===== src/rtl/ex_mem_pipe_reg_if.sv =====
// EX->MEM stage bus: EX-side inputs, MEM-side outputs and the stall counter.
// slave is the pipeline register's view; master is the EX/MEM environment's view.
interface ex_mem_pipe_reg_if #(
    parameter int DATA_W     = 32,
    parameter int REG_ADDR_W = 5,
    parameter int WB_W       = 2,
    parameter int CNT_W      = 16
);
    logic                  in_valid;
    logic                  in_ready;
    logic [WB_W-1:0]       ctlwb_in;
    logic [2:0]            ctlm_in;
    logic [DATA_W-1:0]     adder_in;
    logic                  aluzero_in;
    logic [DATA_W-1:0]     aluout_in;
    logic [DATA_W-1:0]     readdat2_in;
    logic [REG_ADDR_W-1:0] dest_in;

    logic                  out_valid;
    logic                  out_ready;
    logic [WB_W-1:0]       wb_ctlout;
    logic                  branch;
    logic                  memread;
    logic                  memwrite;
    logic [DATA_W-1:0]     add_result;
    logic [DATA_W-1:0]     alu_result;
    logic [DATA_W-1:0]     rdata2out;
    logic                  zero;
    logic [REG_ADDR_W-1:0] dest_out;
    logic                  pcsrc;
    logic [CNT_W-1:0]      stall_cnt;

    modport slave (
        input  in_valid, ctlwb_in, ctlm_in, adder_in, aluzero_in, aluout_in, readdat2_in, dest_in,
        input  out_ready,
        output in_ready, out_valid, wb_ctlout, branch, memread, memwrite,
        output add_result, alu_result, rdata2out, zero, dest_out, pcsrc, stall_cnt
    );

    modport master (
        output in_valid, ctlwb_in, ctlm_in, adder_in, aluzero_in, aluout_in, readdat2_in, dest_in,
        output out_ready,
        input  in_ready, out_valid, wb_ctlout, branch, memread, memwrite,
        input  add_result, alu_result, rdata2out, zero, dest_out, pcsrc, stall_cnt
    );
endinterface


===== src/rtl/ex_mem_pipe_reg.sv =====
// EX/MEM pipeline register with flush, branch decode and saturating stall counter; 1-cycle latency.
// Back-pressure: SKID=1 gives a two-entry skid with registered in_ready, SKID=0 a single entry with pass-through ready.
module ex_mem_pipe_reg #(
    parameter int DATA_W     = 32,
    parameter int REG_ADDR_W = 5,
    parameter int WB_W       = 2,
    parameter int SKID       = 1,
    parameter int CNT_W      = 16
) (
    input  logic              clk,
    input  logic              rst,
    input  logic              flush,
    ex_mem_pipe_reg_if.slave  bus
);
    typedef struct packed {
        logic [WB_W-1:0]       wb;
        logic [2:0]            m;
        logic [DATA_W-1:0]     add;
        logic                  zero;
        logic [DATA_W-1:0]     alu;
        logic [DATA_W-1:0]     rd2;
        logic [REG_ADDR_W-1:0] dest;
    } ent_t;

    typedef enum logic [1:0] {S_EMPTY, S_ONE, S_TWO} state_t;

    state_t           state, state_nxt;
    ent_t             main_q, skid_q, in_ent;
    logic             in_ready_q;
    logic [CNT_W-1:0] stall_cnt_q;
    logic             out_valid, accept, issue;
    logic             load_main, load_skid, main_from_skid;

    assign in_ent = '{wb: bus.ctlwb_in, m: bus.ctlm_in, add: bus.adder_in, zero: bus.aluzero_in,
                      alu: bus.aluout_in, rd2: bus.readdat2_in, dest: bus.dest_in};

    assign out_valid   = (state != S_EMPTY);
    assign bus.in_ready = (SKID != 0) ? in_ready_q : (!out_valid || bus.out_ready);
    assign accept      = bus.in_valid && bus.in_ready;
    assign issue       = out_valid && bus.out_ready;

    always_ff @(posedge clk) begin
        if (rst) begin
            state      <= S_EMPTY;
            in_ready_q <= 1'b1;
        end else begin
            state      <= state_nxt;
            in_ready_q <= (state_nxt != S_TWO);
        end
    end

    always_comb begin
        state_nxt      = state;
        load_main      = 1'b0;
        load_skid      = 1'b0;
        main_from_skid = 1'b0;
        case (state)
            S_EMPTY: begin
                if (accept) begin
                    state_nxt = S_ONE;
                    load_main = 1'b1;
                end
            end
            S_ONE: begin
                if (accept && issue) begin
                    load_main = 1'b1;
                end else if (accept) begin
                    // only reachable with SKID=1: pass-through ready blocks this case otherwise
                    state_nxt = S_TWO;
                    load_skid = 1'b1;
                end else if (issue) begin
                    state_nxt = S_EMPTY;
                end
            end
            S_TWO: begin
                if (issue) begin
                    state_nxt      = S_ONE;
                    main_from_skid = 1'b1;
                end
            end
            default: state_nxt = S_EMPTY;
        endcase
        if (flush) state_nxt = S_EMPTY;
    end

    always_ff @(posedge clk) begin
        if (rst) begin
            main_q <= '0;
            skid_q <= '0;
        end else begin
            if (load_main)           main_q <= in_ent;
            else if (main_from_skid) main_q <= skid_q;
            if (load_skid)           skid_q <= in_ent;
        end
    end

    always_ff @(posedge clk) begin
        if (rst) begin
            stall_cnt_q <= '0;
        end else if (out_valid && !bus.out_ready && (stall_cnt_q != {CNT_W{1'b1}})) begin
            stall_cnt_q <= stall_cnt_q + CNT_W'(1);
        end
    end

    // control fields are gated so a bubble can never trigger a write or a branch
    assign bus.out_valid  = out_valid;
    assign bus.wb_ctlout  = out_valid ? main_q.wb : '0;
    assign bus.branch     = out_valid && main_q.m[2];
    assign bus.memread    = out_valid && main_q.m[1];
    assign bus.memwrite   = out_valid && main_q.m[0];
    assign bus.pcsrc      = out_valid && main_q.m[2] && main_q.zero;
    assign bus.add_result = main_q.add;
    assign bus.alu_result = main_q.alu;
    assign bus.rdata2out  = main_q.rd2;
    assign bus.zero       = main_q.zero;
    assign bus.dest_out   = main_q.dest;
    assign bus.stall_cnt  = stall_cnt_q;
endmodule


===== src/flat_wrapper.sv =====
// flat-port wrapper written by rule: the top's interface ports become plain ports
module ex_mem_pipe_reg_flat 
#(
    parameter int DATA_W     = 32,
    parameter int REG_ADDR_W = 5,
    parameter int WB_W       = 2,
    parameter int SKID       = 1,
    parameter int CNT_W      = 16
)
  (clk, rst, flush, bus_in_valid, bus_ctlwb_in, bus_ctlm_in, bus_adder_in, bus_aluzero_in, bus_aluout_in, bus_readdat2_in, bus_dest_in, bus_out_ready, bus_in_ready, bus_out_valid, bus_wb_ctlout, bus_branch, bus_memread, bus_memwrite, bus_add_result, bus_alu_result, bus_rdata2out, bus_zero, bus_dest_out, bus_pcsrc, bus_stall_cnt);
  ex_mem_pipe_reg_if #(.DATA_W(DATA_W), .REG_ADDR_W(REG_ADDR_W), .WB_W(WB_W), .CNT_W(CNT_W)) bus_i ();
  input  logic clk;
  input  logic rst;
  input  logic flush;
  input wire logic [$bits(bus_i.in_valid)-1:0] bus_in_valid;
  input wire logic [$bits(bus_i.ctlwb_in)-1:0] bus_ctlwb_in;
  input wire logic [$bits(bus_i.ctlm_in)-1:0] bus_ctlm_in;
  input wire logic [$bits(bus_i.adder_in)-1:0] bus_adder_in;
  input wire logic [$bits(bus_i.aluzero_in)-1:0] bus_aluzero_in;
  input wire logic [$bits(bus_i.aluout_in)-1:0] bus_aluout_in;
  input wire logic [$bits(bus_i.readdat2_in)-1:0] bus_readdat2_in;
  input wire logic [$bits(bus_i.dest_in)-1:0] bus_dest_in;
  input wire logic [$bits(bus_i.out_ready)-1:0] bus_out_ready;
  output wire logic [$bits(bus_i.in_ready)-1:0] bus_in_ready;
  output wire logic [$bits(bus_i.out_valid)-1:0] bus_out_valid;
  output wire logic [$bits(bus_i.wb_ctlout)-1:0] bus_wb_ctlout;
  output wire logic [$bits(bus_i.branch)-1:0] bus_branch;
  output wire logic [$bits(bus_i.memread)-1:0] bus_memread;
  output wire logic [$bits(bus_i.memwrite)-1:0] bus_memwrite;
  output wire logic [$bits(bus_i.add_result)-1:0] bus_add_result;
  output wire logic [$bits(bus_i.alu_result)-1:0] bus_alu_result;
  output wire logic [$bits(bus_i.rdata2out)-1:0] bus_rdata2out;
  output wire logic [$bits(bus_i.zero)-1:0] bus_zero;
  output wire logic [$bits(bus_i.dest_out)-1:0] bus_dest_out;
  output wire logic [$bits(bus_i.pcsrc)-1:0] bus_pcsrc;
  output wire logic [$bits(bus_i.stall_cnt)-1:0] bus_stall_cnt;
  assign bus_i.in_valid = bus_in_valid;
  assign bus_i.ctlwb_in = bus_ctlwb_in;
  assign bus_i.ctlm_in = bus_ctlm_in;
  assign bus_i.adder_in = bus_adder_in;
  assign bus_i.aluzero_in = bus_aluzero_in;
  assign bus_i.aluout_in = bus_aluout_in;
  assign bus_i.readdat2_in = bus_readdat2_in;
  assign bus_i.dest_in = bus_dest_in;
  assign bus_i.out_ready = bus_out_ready;
  assign bus_in_ready = bus_i.in_ready;
  assign bus_out_valid = bus_i.out_valid;
  assign bus_wb_ctlout = bus_i.wb_ctlout;
  assign bus_branch = bus_i.branch;
  assign bus_memread = bus_i.memread;
  assign bus_memwrite = bus_i.memwrite;
  assign bus_add_result = bus_i.add_result;
  assign bus_alu_result = bus_i.alu_result;
  assign bus_rdata2out = bus_i.rdata2out;
  assign bus_zero = bus_i.zero;
  assign bus_dest_out = bus_i.dest_out;
  assign bus_pcsrc = bus_i.pcsrc;
  assign bus_stall_cnt = bus_i.stall_cnt;
  ex_mem_pipe_reg #(.DATA_W(DATA_W), .REG_ADDR_W(REG_ADDR_W), .WB_W(WB_W), .SKID(SKID), .CNT_W(CNT_W)) u_core (.clk(clk), .rst(rst), .flush(flush), .bus(bus_i));
endmodule

===== config.mk =====
export PLATFORM = sky130hd
export DESIGN_NAME = ex_mem_pipe_reg_flat
export DESIGN_NICKNAME = d
export VERILOG_FILES = /design/src/rtl/ex_mem_pipe_reg_if.sv /design/src/rtl/ex_mem_pipe_reg.sv /design/src/flat_wrapper.sv
export SDC_FILE = /design/constraint.sdc
export NUM_CORES = 1
export LEC_CHECK = 0
export ABC_AREA = 1
export BUFFER_PORTS_ARGS = -buffer_cell sky130_fd_sc_hd__buf_2
export CAP_MARGIN = 25
export CORE_AREA = 2 2 139 141
export CTS_BUF_LIST = sky130_fd_sc_hd__clkbuf_16
export CTS_CLUSTER_DIAMETER = 30
export DETAILED_ROUTE_END_ITERATION = 8
export DIE_AREA = 0 0 141 143
export PLACE_DENSITY = 0.77
export SYNTH_ARGS = -nofsm -noshare
export SYNTH_HDL_FRONTEND = slang
export SYNTH_SLANG_ARGS = --single-unit

===== constraint.sdc =====
create_clock -name clk -period 2 [get_ports clk]
set_clock_uncertainty 0.2 [all_clocks]
set_input_delay 0 -clock clk [delete_from_list [all_inputs] [get_ports clk]]
set_output_delay 0 -clock clk [all_outputs]
set_load 0.02 [all_outputs]

==> flow_metrics.env <==
export IMPL_p_leak_nw=5.49
export IMPL_clk_path_buf_depth=3
export IMPL_synthCells=1336
export IMPL_timing_worst_setup_path_type="flip-flop to flip-flop"
export IMPL_layout_commonest_cell="nand2_1"
export IMPL_grt_pass1_vias=9372
export IMPL_route_met2_wl_mm=14.0
export IMPL_vias_per_cell=5.44
export IMPL_status="finished clean"
export IMPL_clk_pin_slew_ps=50
export IMPL_max_freq_mhz=532
export IMPL_met3WireLength_mm=2.50
export IMPL_drc_errors=0
export IMPL_wl_met1_mm=11.8
export IMPL_ys_ff_latch=233
export IMPL_syn_cell_area_sq_um=9860
export IMPL_post_drt_wl_per_cell_um=16.0
export IMPL_insertedDiodeCount=0
export IMPL_crit_fanout=4
export IMPL_rsz0062_at_grt="no"
export IMPL_grt_pass1_wl_mm=45.3
export IMPL_die_area_sq_um=20200
export IMPL_layout_nets=1674
export IMPL_vdd_ir_drop_max_mv=0.870
export IMPL_wirelength_mm=29.1
export IMPL_drt_first_pass_iters=5
export IMPL_worst_slew_margin_rel_pct=67.3
export IMPL_ant_nets=0
export IMPL_hold_ws_ps=81.1
export IMPL_cp_end_kind="flip-flop"
export IMPL_die_height_um=143
export IMPL_yosysSeqAreaShare_pct=47.3
export IMPL_holdCritPathClass="input port to flip-flop"
export IMPL_power_density_nw_per_um2=1050
export IMPL_slowest_stage="dlygate4sd3_1"
export IMPL_critPathBufInv=3
export IMPL_syn_avg_cell_area_sq_um=7.38
export IMPL_worstMarginPinSlew_ps=490
export IMPL_initial_core_util_pct=53.1
export IMPL_htreeDepth=2
export IMPL_grt_max_degree=85
export IMPL_arrival_ps=2070
export IMPL_synth_warnings=0
export IMPL_min_period_ps=1880
export IMPL_dr_max_layer_used="met4"
export IMPL_max_cap_violations=0
export IMPL_crit_path_start_kind="flip-flop"
export IMPL_cts_root_buf="clkbuf_16"
export IMPL_worst_ep_required_time_ps=2190
export IMPL_drt_iter0_drc=706
export IMPL_io_pin_count=238
export IMPL_cts_buffers=44
export IMPL_coreArea_sq_um=18600
export IMPL_rows=50
export IMPL_crit_path_max_incr_delay_ps=580
export IMPL_port_buffers=237
export IMPL_tritoncts="yes"
export IMPL_antenna_found_initial=0
export IMPL_vias=9937
export IMPL_final_cell_mix="377 x nand2_1, 236 x buf_2, 232 x dfxtp_1"
export IMPL_slew_viol_final=0
export IMPL_drive_gt1_share_pct=21.7
export IMPL_clk_latency_ps=520
export IMPL_gp_congestion=0.796
export IMPL_grt_remaining_overflow=0
export IMPL_min_period_over_period_pct=93.9
export IMPL_cp_cell_sequence="buf_4 > nor2_2 > nor2_2 > buf_4 > xnor2_1 > nor3_1 > dlygate4sd3_1"
export IMPL_setup_violations=0
export IMPL_synth_nets=1449
export IMPL_dp_hpwl_mm=14.8
export IMPL_grt_usage_pct=27.3
export IMPL_path_delay_family="buffers and inverters"
export IMPL_hold_viol=0
export IMPL_cts_sinks=233
export IMPL_die_w_um=141
export IMPL_syn_to_final_growth_pct=33.8
export IMPL_fin_setup_tns_ps=0
export IMPL_yosysUniqueCellTypes=22
[timing repair]
item | in CTS | in global routing
hold buffers | 111 | 0
resized for setup | 0 | 12
endpoints found under the hold margin | 233 | 0
endpoints found under the setup margin | 0 | 106
setup buffers | 0 | 0
[report_power, final]
group	leakage [nW]	switching [W]	internal, W
sequential	1.90	0.000121	0.00489
combinational	2.88	0.000956	0.000604
clock	0.706	0.00241	0.00490
total	5.49	0.00348	0.0104
[per-stage QoR]
| stage | power [W] | std cells | utilization (%) | instance area, sq um | worst slack [ps] |
|---|---|---|---|---|---|
| 2_1_floorplan | 0.00609 | 1336 | - | 9860 | 90.7 |
| 3_3_place_gp | 0.00638 | 1636 | 56.6 | 10500 | 139 |
| 3_5_place_dp | 0.00640 | 1636 | 56.6 | 10500 | 126 |
| 4_1_cts | 0.0139 | 1825 | 70.5 | 13100 | 63.6 |
| 5_1_grt | 0.0143 | 1827 | 71.0 | 13200 | 19.9 |
| 6_report | 0.0139 | 1827 | 71.0 | 13200 | 121 |
[flip-flops by register name (all words and copies together) (netlist names)]
name and cells:
u_core.bus.add_result 32, u_core.bus.alu_result 32, u_core.bus.dest_out 5, u_core.bus.in_ready 1, u_core.bus.rdata2out 32, u_core.bus.stall_cnt 16
u_core.bus.zero 1, u_core.main_q 5, u_core.skid_q 107, u_core.state 2
[per-layer routing]
metal	global-route usage, %	vias to the layer above
li1	-	4778
met2	46.6	505
met4	11.1	0
met3	5.73	77
met1	33.7	4577
met5	0	-
[final timing paths]
| check | cells past startpoint | from | to | slack [ps] |
|---|---|---|---|---|
| hold reg to reg | 2 | u_core.skid_q[41] | u_core.skid_q[41] | 260 |
| hold / removal | 7 | bus_in_valid | u_core.state[1] | 80 |
| setup / recovery | 7 | u_core.state[0] | u_core.state[0] | 120 |
| setup reg to reg | 7 | u_core.state[0] | u_core.state[0] | 120 |
[worst reg2reg max path: stages, from the launching register on]
cell and delay, ps:
dfxtp_1 310, buf_4 150, nor2_2 120, nor2_2 50, buf_4 140, xnor2_1 150
nor3_1 60, dlygate4sd3_1 580
[cells by family after synthesis]
kind of cell | count (synthesis) | synth area share, %
AOI/OAI and AO/OA | 444 | 22.5
and+or+nand+nor | 436 | 17.2
DFF | 233 | 47.3
buffers and inverters | 215 | 12.3
xor gates and xnor gates | 7 | 0.622
adders and majority gates | 1 | 0.127
[synth_stat cells]
| cell | number | area share (%) |
|---|---|---|
| o21ai_0 | 175 | 8.9 |
| buf_2 | 13 | 0.66 |
| nor2_2 | 2 | 0.13 |
| nor3b_1 | 1 | 0.076 |
| nand2_1 | 377 | 14 |
| dfxtp_1 | 233 | 47 |
| inv_1 | 18 | 0.68 |
| buf_4 | 103 | 7.8 |
| inv_2 | 4 | 0.15 |
| clkbuf_1 | 69 | 2.6 |
| nor2_1 | 33 | 1.3 |
| nand2_2 | 2 | 0.13 |
| ha_1 | 1 | 0.13 |
| nand4_1 | 5 | 0.32 |
| xnor2_1 | 3 | 0.27 |
| o21ai_1 | 43 | 2.2 |
| xor2_1 | 4 | 0.36 |
| nor3_1 | 4 | 0.20 |
| buf_1 | 8 | 0.30 |
| a21oi_1 | 226 | 11 |
| nand3_2 | 2 | 0.20 |
| nand3_1 | 10 | 0.51 |
[cell type report]
cell class                      count  area [sq um]
Clock inverter                     34           378
Sequential cell                   233          4670
Timing Repair Buffer              372          2650
Multi-Input combinational cell    888          4020
Tap cell                          234           293
Fill cell                        1409          5390
Clock buffer                       44          1100
Inverter                           22          85.1
(Power assumes the default switching activity.)
